===== src/rtl/pipelined_carry_skip_adder.sv =====
// Pipelined carry-skip adder/subtractor with valid/ready handshake on both sides.
// Optional signed-overflow output Ovf is built when CSKIP_OVERFLOW_EN is defined.
module pipelined_carry_skip_adder #(
  parameter int WIDTH  = 16,
  parameter int BLK_W  = 4,
  parameter int STAGES = 2
) (
  input  logic             clk,
  input  logic             rst_n,
  input  logic             in_valid,
  output logic             in_ready,
  input  logic [WIDTH-1:0] operand1,
  input  logic [WIDTH-1:0] operand2,
  input  logic             sub,
  input  logic             Cin,
  output logic             out_valid,
  input  logic             out_ready,
  output logic [WIDTH-1:0] Result,
  output logic             Cout
`ifdef CSKIP_OVERFLOW_EN
  ,
  output logic             Ovf
`endif
);

  localparam int NBLK = WIDTH / BLK_W;
  localparam int BPS  = NBLK / STAGES;

  logic [STAGES-1:0] v_q;
  logic [STAGES-1:0] c_q;
  logic [WIDTH-1:0]  a_q [STAGES];
  logic [WIDTH-1:0]  b_q [STAGES];
  logic [WIDTH-1:0]  s_q [STAGES];

  logic [STAGES-1:0] vi;
  logic [STAGES-1:0] ci;
  logic [WIDTH-1:0]  ai [STAGES];
  logic [WIDTH-1:0]  bi [STAGES];
  logic [WIDTH-1:0]  si [STAGES];

  logic [STAGES-1:0] cn;
  logic [WIDTH-1:0]  an [STAGES];
  logic [WIDTH-1:0]  bn [STAGES];
  logic [WIDTH-1:0]  sn [STAGES];

  logic [STAGES-1:0] adv;
  logic              chain_c;
  logic [BLK_W:0]    blk_r;
  logic              ok;

  // Ripple inside the block; the block carry-out bypasses the ripple when every bit propagates.
  function automatic logic [BLK_W:0] skip_block(input logic [BLK_W-1:0] a,
                                                input logic [BLK_W-1:0] b,
                                                input logic             cin);
    logic [BLK_W-1:0] s;
    logic             rc;
    logic             p;
    rc = cin;
    p  = 1'b1;
    s  = {BLK_W{1'b0}};
    for (int i = 0; i < BLK_W; i++) begin
      s[i] = a[i] ^ b[i] ^ rc;
      rc   = (a[i] & b[i]) | ((a[i] ^ b[i]) & rc);
      p    = p & (a[i] ^ b[i]);
    end
    return {(p ? cin : rc), s};
  endfunction

  // Stage inputs: stage 0 takes the ports (subtract folds into ~b with carry-in 1).
  always_comb begin
    vi[0] = in_valid;
    ai[0] = operand1;
    bi[0] = sub ? ~operand2 : operand2;
    ci[0] = sub ? 1'b1 : Cin;
    si[0] = {WIDTH{1'b0}};
    for (int k = 1; k < STAGES; k++) begin
      vi[k] = v_q[k-1];
      ai[k] = a_q[k-1];
      bi[k] = b_q[k-1];
      ci[k] = c_q[k-1];
      si[k] = s_q[k-1];
    end
  end

  // Each stage resolves its share of blocks; the last stage also takes any remainder blocks.
  always_comb begin
    chain_c = 1'b0;
    blk_r   = {(BLK_W+1){1'b0}};
    for (int k = 0; k < STAGES; k++) begin
      chain_c = ci[k];
      an[k]   = ai[k];
      bn[k]   = bi[k];
      sn[k]   = si[k];
      for (int blk = 0; blk < NBLK; blk++) begin
        if (blk >= k * BPS && (blk < (k + 1) * BPS || k == STAGES - 1)) begin
          blk_r   = skip_block(ai[k][blk*BLK_W +: BLK_W], bi[k][blk*BLK_W +: BLK_W], chain_c);
          sn[k][blk*BLK_W +: BLK_W] = blk_r[BLK_W-1:0];
          an[k][blk*BLK_W +: BLK_W] = {BLK_W{1'b0}};
          bn[k][blk*BLK_W +: BLK_W] = {BLK_W{1'b0}};
          chain_c = blk_r[BLK_W];
        end else begin
          chain_c = chain_c;
        end
      end
      cn[k] = chain_c;
    end
  end

  // Backpressure ripples from the output back toward stage 0.
  always_comb begin
    ok            = out_ready | ~v_q[STAGES-1];
    adv           = {STAGES{1'b0}};
    adv[STAGES-1] = ok;
    for (int k = STAGES - 2; k >= 0; k--) begin
      ok     = ~v_q[k] | ok;
      adv[k] = ok;
    end
  end

  // Pipeline registers; data only loads when a valid operation moves in.
  always_ff @(posedge clk) begin
    if (!rst_n) begin
      v_q <= {STAGES{1'b0}};
      c_q <= {STAGES{1'b0}};
      for (int k = 0; k < STAGES; k++) begin
        a_q[k] <= {WIDTH{1'b0}};
        b_q[k] <= {WIDTH{1'b0}};
        s_q[k] <= {WIDTH{1'b0}};
      end
    end else begin
      for (int k = 0; k < STAGES; k++) begin
        if (adv[k]) begin
          v_q[k] <= vi[k];
          if (vi[k]) begin
            c_q[k] <= cn[k];
            a_q[k] <= an[k];
            b_q[k] <= bn[k];
            s_q[k] <= sn[k];
          end
        end
      end
    end
  end

  assign in_ready  = rst_n & adv[0];
  assign out_valid = v_q[STAGES-1];
  assign Result    = s_q[STAGES-1];
  assign Cout      = c_q[STAGES-1];

`ifdef CSKIP_OVERFLOW_EN
  logic ovf_n;
  logic ovf_q;

  // Signed overflow: operand signs agree (b already inverted for subtract) but the sum sign differs.
  assign ovf_n = (ai[STAGES-1][WIDTH-1] == bi[STAGES-1][WIDTH-1]) &&
                 (sn[STAGES-1][WIDTH-1] != ai[STAGES-1][WIDTH-1]);

  // Overflow flag travels with the result out of the last stage.
  always_ff @(posedge clk) begin
    if (!rst_n) begin
      ovf_q <= 1'b0;
    end else if (adv[STAGES-1] && vi[STAGES-1]) begin
      ovf_q <= ovf_n;
    end
  end

  assign Ovf = ovf_q;
`endif

endmodule


===== config.mk =====
export PLATFORM = sky130hd
export DESIGN_NAME = pipelined_carry_skip_adder
export DESIGN_NICKNAME = d
export VERILOG_FILES = /design/src/rtl/pipelined_carry_skip_adder.sv
export SDC_FILE = /design/constraint.sdc
export NUM_CORES = 1
export LEC_CHECK = 0
export ABC_AREA = 1
export CORE_MARGIN = 2
export CORE_UTILIZATION = 50
export CTS_CLUSTER_SIZE = 20
export DETAILED_ROUTE_END_ITERATION = 7
export PLACE_DENSITY = 0.88
export SLEW_MARGIN = 25
export SYNTH_ARGS = -nofsm -noshare
export SYNTH_HDL_FRONTEND = slang
export SYNTH_SLANG_ARGS = --single-unit

===== constraint.sdc =====
create_clock -name clk -period 8.2 [get_ports clk]
set_input_delay 0.82 -clock clk [delete_from_list [all_inputs] [get_ports clk]]
set_output_delay 0.82 -clock clk [all_outputs]
set_load 0.03 [all_outputs]

## After elaboration in Yosys (flattened, before gate mapping)

Memory sizes are Yosys's and may differ from the RTL's.
Index checks and enable logic that the tools add are counted.

| word-level totals | value |
|---|---|
| bits of input ports | 38 |
| word-level logic and storage cells | 134 |
| flip-flop bits (word level) | 4 |
| memory bits (writable) | 96 |
| memories | 3 |

| cells by class | value |
|---|---|
| reduce and logical (&&, ||, !) cells | 2 |
| muxes and demuxes | 21 |
| bitwise operators | 104 |

Memory list:

| memory | depth | bits a word | read ports | clocked after memory_dff | write ports | RTL line | text |
|---|---|---|---|---|---|---|---|
| a_q | 2 | 16 | 1 | 0 | 2 | 31 | `logic [WIDTH-1:0] a_q [STAGES];` |
| b_q | 2 | 16 | 1 | 0 | 2 | 32 | `logic [WIDTH-1:0] b_q [STAGES];` |
| s_q | 2 | 16 | 2 | 0 | 2 | 33 | `logic [WIDTH-1:0] s_q [STAGES];` |

Operators with widths:

| operator | count |
|---|---|
| $mux 16 | 7 |
| $and 1x1->1 | 45 |
| $xor 1x1->1 | 32 |
| $or 1x1->1 | 24 |
| $not 16->16 | 1 |
| $mux 1 | 14 |
| $reduce_and 2->1 | 2 |
| $not 1->1 | 2 |

## Depth between registers and ports, before layout

| logic depth | value |
|---|---|
| word-level depth | 21 |
| gate-level depth with buffers | 19 |

## Least setup slack after synthesis

OpenSTA, ideal clock, no wires.

| timing | value |
|---|---|
| path kind | in2reg |
| start point | in sub |
| end point | mem s_q[0][7] (data pin) |
| setup slack | 3.162 ns |
| stages | 16 |
| path buffers | 2 |
| data arrival time | 4.787 ns |
| path through | buf_4 buf_4 xnor2_1 fa_1 fa_1 fa_1 fa_1 o21bai_1 and2_1 fa_1 fa_1 fa_1 inv_1 fa_1 inv_1 nor2_1 |

RTL lines:

| element | RTL line | text |
|---|---|---|
| start, declared | 14 | `input logic sub,` |
| end, declared | 33 |  |

==> flow_metrics.tcl <==
set metrics [dict create \
    netlist.top_cell.by_area "sky130_fd_sc_hd__edfxtp_1" \
    drtAntennaViolNets 0 \
    root_buffer "sky130_fd_sc_hd__clkbuf_8" \
    critPathCaptureType "register" \
    wire_per_inst_um 11.7 \
    timing.fmax_mhz 170 \
    dr_total_vias 1583 \
    design.final.nets 361 \
    synth.top_cells.by_area "sky130_fd_sc_hd__edfxtp_1 44%, sky130_fd_sc_hd__fa_1 12%, sky130_fd_sc_hd__ha_1 7.4%, sky130_fd_sc_hd__inv_1 7.1%, sky130_fd_sc_hd__nor2_1 5.3%" \
    max_cap_viol_count 0 \
    synthesis.area_um2 2710 \
    rr_endpoint "s_q[0][31]" \
    drc 0 \
    port_buffers 56 \
    crit_top_cell "sky130_fd_sc_hd__fa_1" \
    intPower_uw 394 \
    hold_depth 2 \
    clk_pin_slew_ns 0.08 \
    yosys_top_cell_area_share 0.444 \
    synthesis.area_per_instance_um2 10.8 \
    slew_headroom 0.334 \
    worst_clock_skew_ns 0.00780 \
    timing.reg2reg.setup_slack_ns 3.86 \
    floorplan.initialDensity 0.523 \
    switching_share 0.285 \
    postSynth.asyncResetShare 0 \
    post-route-util 0.632 \
    tightestPinTransition_ns 0.997 \
    synth.top_cells.by_count "51 x sky130_fd_sc_hd__inv_1, 40 x sky130_fd_sc_hd__edfxtp_1, 38 x sky130_fd_sc_hd__nor2_1, 21 x sky130_fd_sc_hd__nand2_1, 18 x sky130_fd_sc_hd__buf_4" \
    pin_count_of_the_biggest_net_entering_global_routing 41 \
    crit_path_max_incr_delay_ns 1.11 \
    grt-ovfl-total 0 \
    p_clk_frac 0.233 \
    drv_slew 0 \
    pwr_density_cell_nw_per_um2 168 \
    ys_ff_latch 44 \
    route.final.wire_length_mm 4.24 \
    critPathMaxFanout 17 \
    floorplan.core_area_um2 5170 \
    detail_route.vias_per_cell 4.37 \
    worst_hold_path_type "reg -> reg" \
    finalCriticalPeriod_ns 5.89 \
    worst_r2r_path_depth 14 \
    report.final.setup_viol 0 \
    detail_route.iter0.violations 39 \
    outcome "finished, final reports clean" \
    min_period_over_period 0.719 \
    hold-path-endpoint "c_q[1]" \
    dp.final_hpwl_mm 3.26 \
    synth_fp_nets 320 \
    fp-row-count 26 \
    ys_dominant_reg_cell "sky130_fd_sc_hd__edfxtp_1" \
    crit_required_ns 8.24 \
    total_leakage_power_nw 1.44 \
    antenna_cells_inserted 0 \
    irDropWorstVdd_mv 0.0675 \
    power_frac_comb 0.258 \
    worstSkewPairLatency_ns 0.30 \
    count_of_cell_types_in_the_netlist 23 \
    grt.total_usage 0.157 \
    die-width_um 77.6 \
    ctsResizeCount 0 \
    tritoncts "done" \
    grt_setup_unrepaired "no" \
    fin_tns_setup_ns 0 \
    timing.critical_path.cells "clkdlybuf4s50_1 > xnor2_1 > fa_1 > fa_1 > fa_1 > fa_1 > o21bai_1 > and2_1 > fa_1 > fa_1 > fa_1 > inv_1 > fa_1 > inv_1 > nor2_1" \
    clock_tree.htree_level_count 2 \
    fillers 409 \
    seq_area_frac_synth 0.473 \
    overall_die_area_um2 6020 \
    io_pins 57 \
    post_cts_hold_buffer_count 0 \
    first_global_vias 1689 \
    synth_enable_flop_cells 40 \
    min_from "c_q[1]" \
    detail_route.first_pass.iterations 4 \
    syn_to_final_growth_pct 20.9 \
    worstSetupStartpointType "input pin" \
    share_seq_of_total_power 0.509 \
    critical_path_class "in -> reg" \
    final_layout_size_suffix_gt1_frac 0.0753 \
    ys.warnings.count 0 \
    grt_pass1_wl_mm 7.35 \
    number_of_buffers_created_by_cts 5 \
    grt_antenna_before_repair 0 \
    worst-endpoint-arrival_ns 5.94 \
    yosysMostFrequentCell "sky130_fd_sc_hd__inv_1" \
    buffers_inserted_by_post_cts_timing_repair 0 \
    power_switching_uw 157 \
    synthCells 250 \
    clkSinkCount 44 \
    routabilityCongestion 0.802 \
    hold_viol 0 \
    crit_slowest_cell "sky130_fd_sc_hd__clkdlybuf4s50_1" \
    dieHeight_um 77.6 \
    cts.path.max_buffers 2 \
    rr_startpoint "b_q[0][8]" \
]
final cells by class:
type                            count  area (um^2)  area share
Clock buffer                        5         68.8      0.0210
Sequential cell                    44         1280       0.392
Tap cell                           70         87.6      0.0268
Multi-Input combinational cell    131         1040       0.317
Clock inverter                      3         13.8     0.00421
Timing Repair Buffer               57          588       0.180
Inverter                           52          195      0.0597
worst max-delay path, delay by kind of cell:
kind / cells / cell delay (ns)
AOI/OAI and AO/OA: 1 / 0.18
xor gates and xnor gates: 1 / 0.27
adders and majority gates: 8 / 3.21
buffers and inverters: 3 / 1.24
and+or+nand+nor: 2 / 0.20
worst max-delay path by stage:
stage,cells after the start,slack [ns],from,to
floorplan,16,3.16,sub,s_q[0][7]
global placement,15,2.18,sub,s_q[0][7]
detailed placement,15,1.97,sub,s_q[0][7]
CTS,15,2.29,sub,s_q[0][7]
global route,15,2.10,sub,s_q[0][7]
finish,15,2.31,sub,s_q[0][7]
power groups by stage:
| stage | combinational (mW) | sequential (mW) | clock [mW] |
|---|---|---|---|
| finish | 0.142 | 0.281 | 0.128 |
| global route | 0.160 | 0.284 | 0.140 |
| CTS | 0.142 | 0.281 | 0.132 |
| detailed placement | 0.141 | 0.286 | 0 |
| floorplan | 0.101 | 0.284 | 0 |
| global placement | 0.135 | 0.285 | 0 |
logic make-up after synthesis:
group | after synthesis | synth area share
flip-flops | 44 | 0.473
buffers and inverters | 75 | 0.144
adder cells (fa/ha/maj) | 32 | 0.192
AO/OA/AOI/OAI | 5 | 0.0143
XOR/XNOR | 16 | 0.0518
AND/OR/NAND/NOR | 78 | 0.124
sequential cells by signal, summed over array words and instances (netlist names):
signal,count
s_q,24
c_q,2
b_q,8
v_q,2
a_q,8
through the flow:
stage / hold slack, ns / total power [mW] / cell area [um^2] / worst slack, ns / cells
after global routing: 0.539 / 0.584 / 3270 / 2.10 / 362
after global placement: 0.458 / 0.420 / 3160 / 2.18 / 353
after CTS: 0.481 / 0.554 / 3240 / 2.29 / 361
after detailed placement: 0.468 / 0.428 / 3160 / 1.97 / 353
final: 0.478 / 0.551 / 3270 / 2.31 / 362
after floorplan: 0.460 / 0.385 / 2710 / 3.16 / 250
cells in the final DEF, fill, tap and decap left out, types with 2 or more instances in the layout:
| cell type | Yosys | final |
|---|---|---|
| sky130_fd_sc_hd__nor2_2 | 10 | 10 |
| sky130_fd_sc_hd__nand2_1 | 21 | 21 |
| sky130_fd_sc_hd__clkbuf_8 | 0 | 5 |
| sky130_fd_sc_hd__ha_1 | 16 | 16 |
| sky130_fd_sc_hd__clkdlybuf4s50_1 | 0 | 56 |
| sky130_fd_sc_hd__dfxtp_1 | 4 | 4 |
| sky130_fd_sc_hd__fa_1 | 16 | 16 |
| sky130_fd_sc_hd__inv_1 | 51 | 51 |
| sky130_fd_sc_hd__nand3_1 | 6 | 6 |
| sky130_fd_sc_hd__a21oi_1 | 2 | 2 |
| sky130_fd_sc_hd__nor2_1 | 38 | 38 |
| sky130_fd_sc_hd__xnor2_1 | 15 | 15 |
| sky130_fd_sc_hd__clkinv_2 | 0 | 2 |
| sky130_fd_sc_hd__edfxtp_1 | 40 | 40 |
metal layers:
layer | global-route usage | vias to the layer above | share of wire
met1 | 0.170 | 716 | 0.39
met2 | 0.283 | 48 | 0.53
met3 | 0.0407 | 8 | 0.050
li1 | - | 811 | -
met4 | 0.0804 | 0 | 0.025
met5 | 0 | - | 0
(Power assumes the default switching activity.)
==> RTL edit, RTL diff (same settings) <==
Add a define of `CSKIP_OVERFLOW_EN`.
--- a/src/rtl/pipelined_carry_skip_adder.sv
+++ b/src/rtl/pipelined_carry_skip_adder.sv
@@ -1,4 +1,6 @@
 // Pipelined carry-skip adder/subtractor with valid/ready handshake on both sides.
 // Optional signed-overflow output Ovf is built when CSKIP_OVERFLOW_EN is defined.
+`define CSKIP_OVERFLOW_EN
+
 module pipelined_carry_skip_adder #(
   parameter int WIDTH  = 16,
Formal check against the unedited RTL (old outputs only; new: Ovf): equivalent (Yosys induction, for registers that start in step).
==> RTL edit against the unedited design <==
- routed wire length fell by 0.14%
- area after synthesis rose by 1.4%
- die area grew 1.3%
- power up 14%
- worst setup slack gained 0.18 ns
- critical path depth is the same
- cell area rose by 3.1%
- worst hold slack better by 0.023 ns
- critical path type unchanged
- synthesized cell count grew 2.0%
- count of clock-buffer cells in the layout is the same
- sequential cell count grew 1
==> RTL edit: results (changes against the unedited design) <==
* DP Cell Count: 359 (+1.7%)
* Distinct cell type count after synthesis: 22 (-4.3%)
- Fraction of the mapped netlist area in adder cells: 19.0% (-0.26 points)
- The total number of vias is 1635 (+3.3%).
- Part of the cycle the worst path needs: 69.7% (-2.2 points)
- The iteration-0 DRC count of the detailed router is 87 (+120%).
* Final weighted congestion in routability-driven placement: 0.752 (-6.3%)
- Actual transition at the worst max-transition pin: 0.944 ns (-0.0530 ns)
- Arr. time, crit path: 5.78 ns (-0.16 ns)
- Worst clock skew on the final layout: 0.00486 ns (-0.00294 ns)
- The sequential area share after synthesis was 47.4% (+0.082 points).
* First-pass GRT wire length: 6980 microns (-5.1%)
- The placed standard-cell area is 0.00321 sq mm (+1.5%).
* Maximum number of pins on one net before global-route repair: 41 (unchanged)
- The delay contributed by the slowest stage of the critical path is 1.09 ns (-0.02 ns).
- The synthesized netlist cell count is 255 (+2.0%).
- The total global routing track utilization was 15.1% (-0.68 points).
* Cells taking the most area after synthesis: edfxtp_1 (44%), fa_1 (12%), ha_1 (7.3%), inv_1 (7.0%), nor2_1 (5.2%)
- # port buffers: 57 (+1.8%)
- Run status: complete, no violations
- Placement Setup Slack: 2.04 ns (+0.0711 ns)
- Xor and xnor area share after synthesis: 5.11% (-0.071 points)
* Met2 WL: 2200 microns (-1.8%)
- Number of global-route vias before repair: 1538 (-8.9%)
* Net count of the mapped netlist: 325 (+1.6%)
- Leak pwr: 0.00148 uW (+2.7%)
- The estimated wirelength of the detail-placed design came to 3210 microns (-1.7%).
* Number of cells on the worst reg-to-reg path: 16 (+2)
- NetSw: 164 uW (+4.4%)
- The routed metal-1 wirelength was 1770 microns (+5.7%).
- Detailed Route WL: 4230 microns (-0.14%)
- Flop2flop setup slack: 3.60 ns (-0.26 ns)
- The layout cell share with drive strength beyond 1 came to 7.72% (+0.18 points).
- The routed length on met3 came to 159 microns (-24%).
- The sequential cell area came to 0.00130 sq mm (+1.6%).
==> RTL edit: critical path: cells and delay by family <==
family | cells | cell delay (ns)
XOR/XNOR | 1 | 0.24
AND/OR/NAND/NOR | 2 | 0.19
buffers and inverters | 3 | 1.23
adder cells (fa/ha/maj) | 8 | 3.12
AO/OA/AOI/OAI | 1 | 0.16
==> RTL edit: cells by family after synthesis <==
logic type	Yosys count
flip-flops	45
AO/OA/AOI/OAI	8
adder cells (fa/ha/maj)	32
buffers and inverters	75
AND/OR/NAND/NOR	79
XOR/XNOR	16
==> RTL edit: power groups by stage <==
stage,Combinational [uW],Clock [uW],Sequential (uW)
6_report,143,197,286
5_1_grt,160,206,289
3_5_place_dp,142,0,292
2_1_floorplan,101,0,290
3_3_place_gp,137,0,291
4_1_cts,143,197,287
==> RTL edit: how the worst min path moves through the flow <==
stage	slack, ns	cells after the start	endpoint	startpoint
2_1_floorplan	0.46	2	c_q[0]	c_q[0]
3_3_place_gp	0.47	2	c_q[1]	c_q[1]
3_5_place_dp	0.48	2	c_q[1]	c_q[1]
4_1_cts	0.50	2	c_q[1]	c_q[1]
5_1_grt	0.52	2	c_q[1]	c_q[1]
6_report	0.50	2	c_q[1]	c_q[1]
==> RTL edit: final cells by class <==
cell class / count / share of cell area, %
sequential: 45 / 38.6
timing repair buffer: 58 / 17.7
multi-input combinational: 135 / 31.3
inverter: 52 / 5.79
clock inverter: 3 / 1.93
tap: 70 / 2.60
clock buffer: 5 / 2.04
==> RTL edit: per-layer routing <==
| layer | GRT usage, % | vias up |
|---|---|---|
| met5 | 0 | - |
| met4 | 7.19 | 0 |
| met3 | 3.22 | 12 |
| met2 | 25.6 | 41 |
| met1 | 18.3 | 747 |
| li1 | - | 835 |
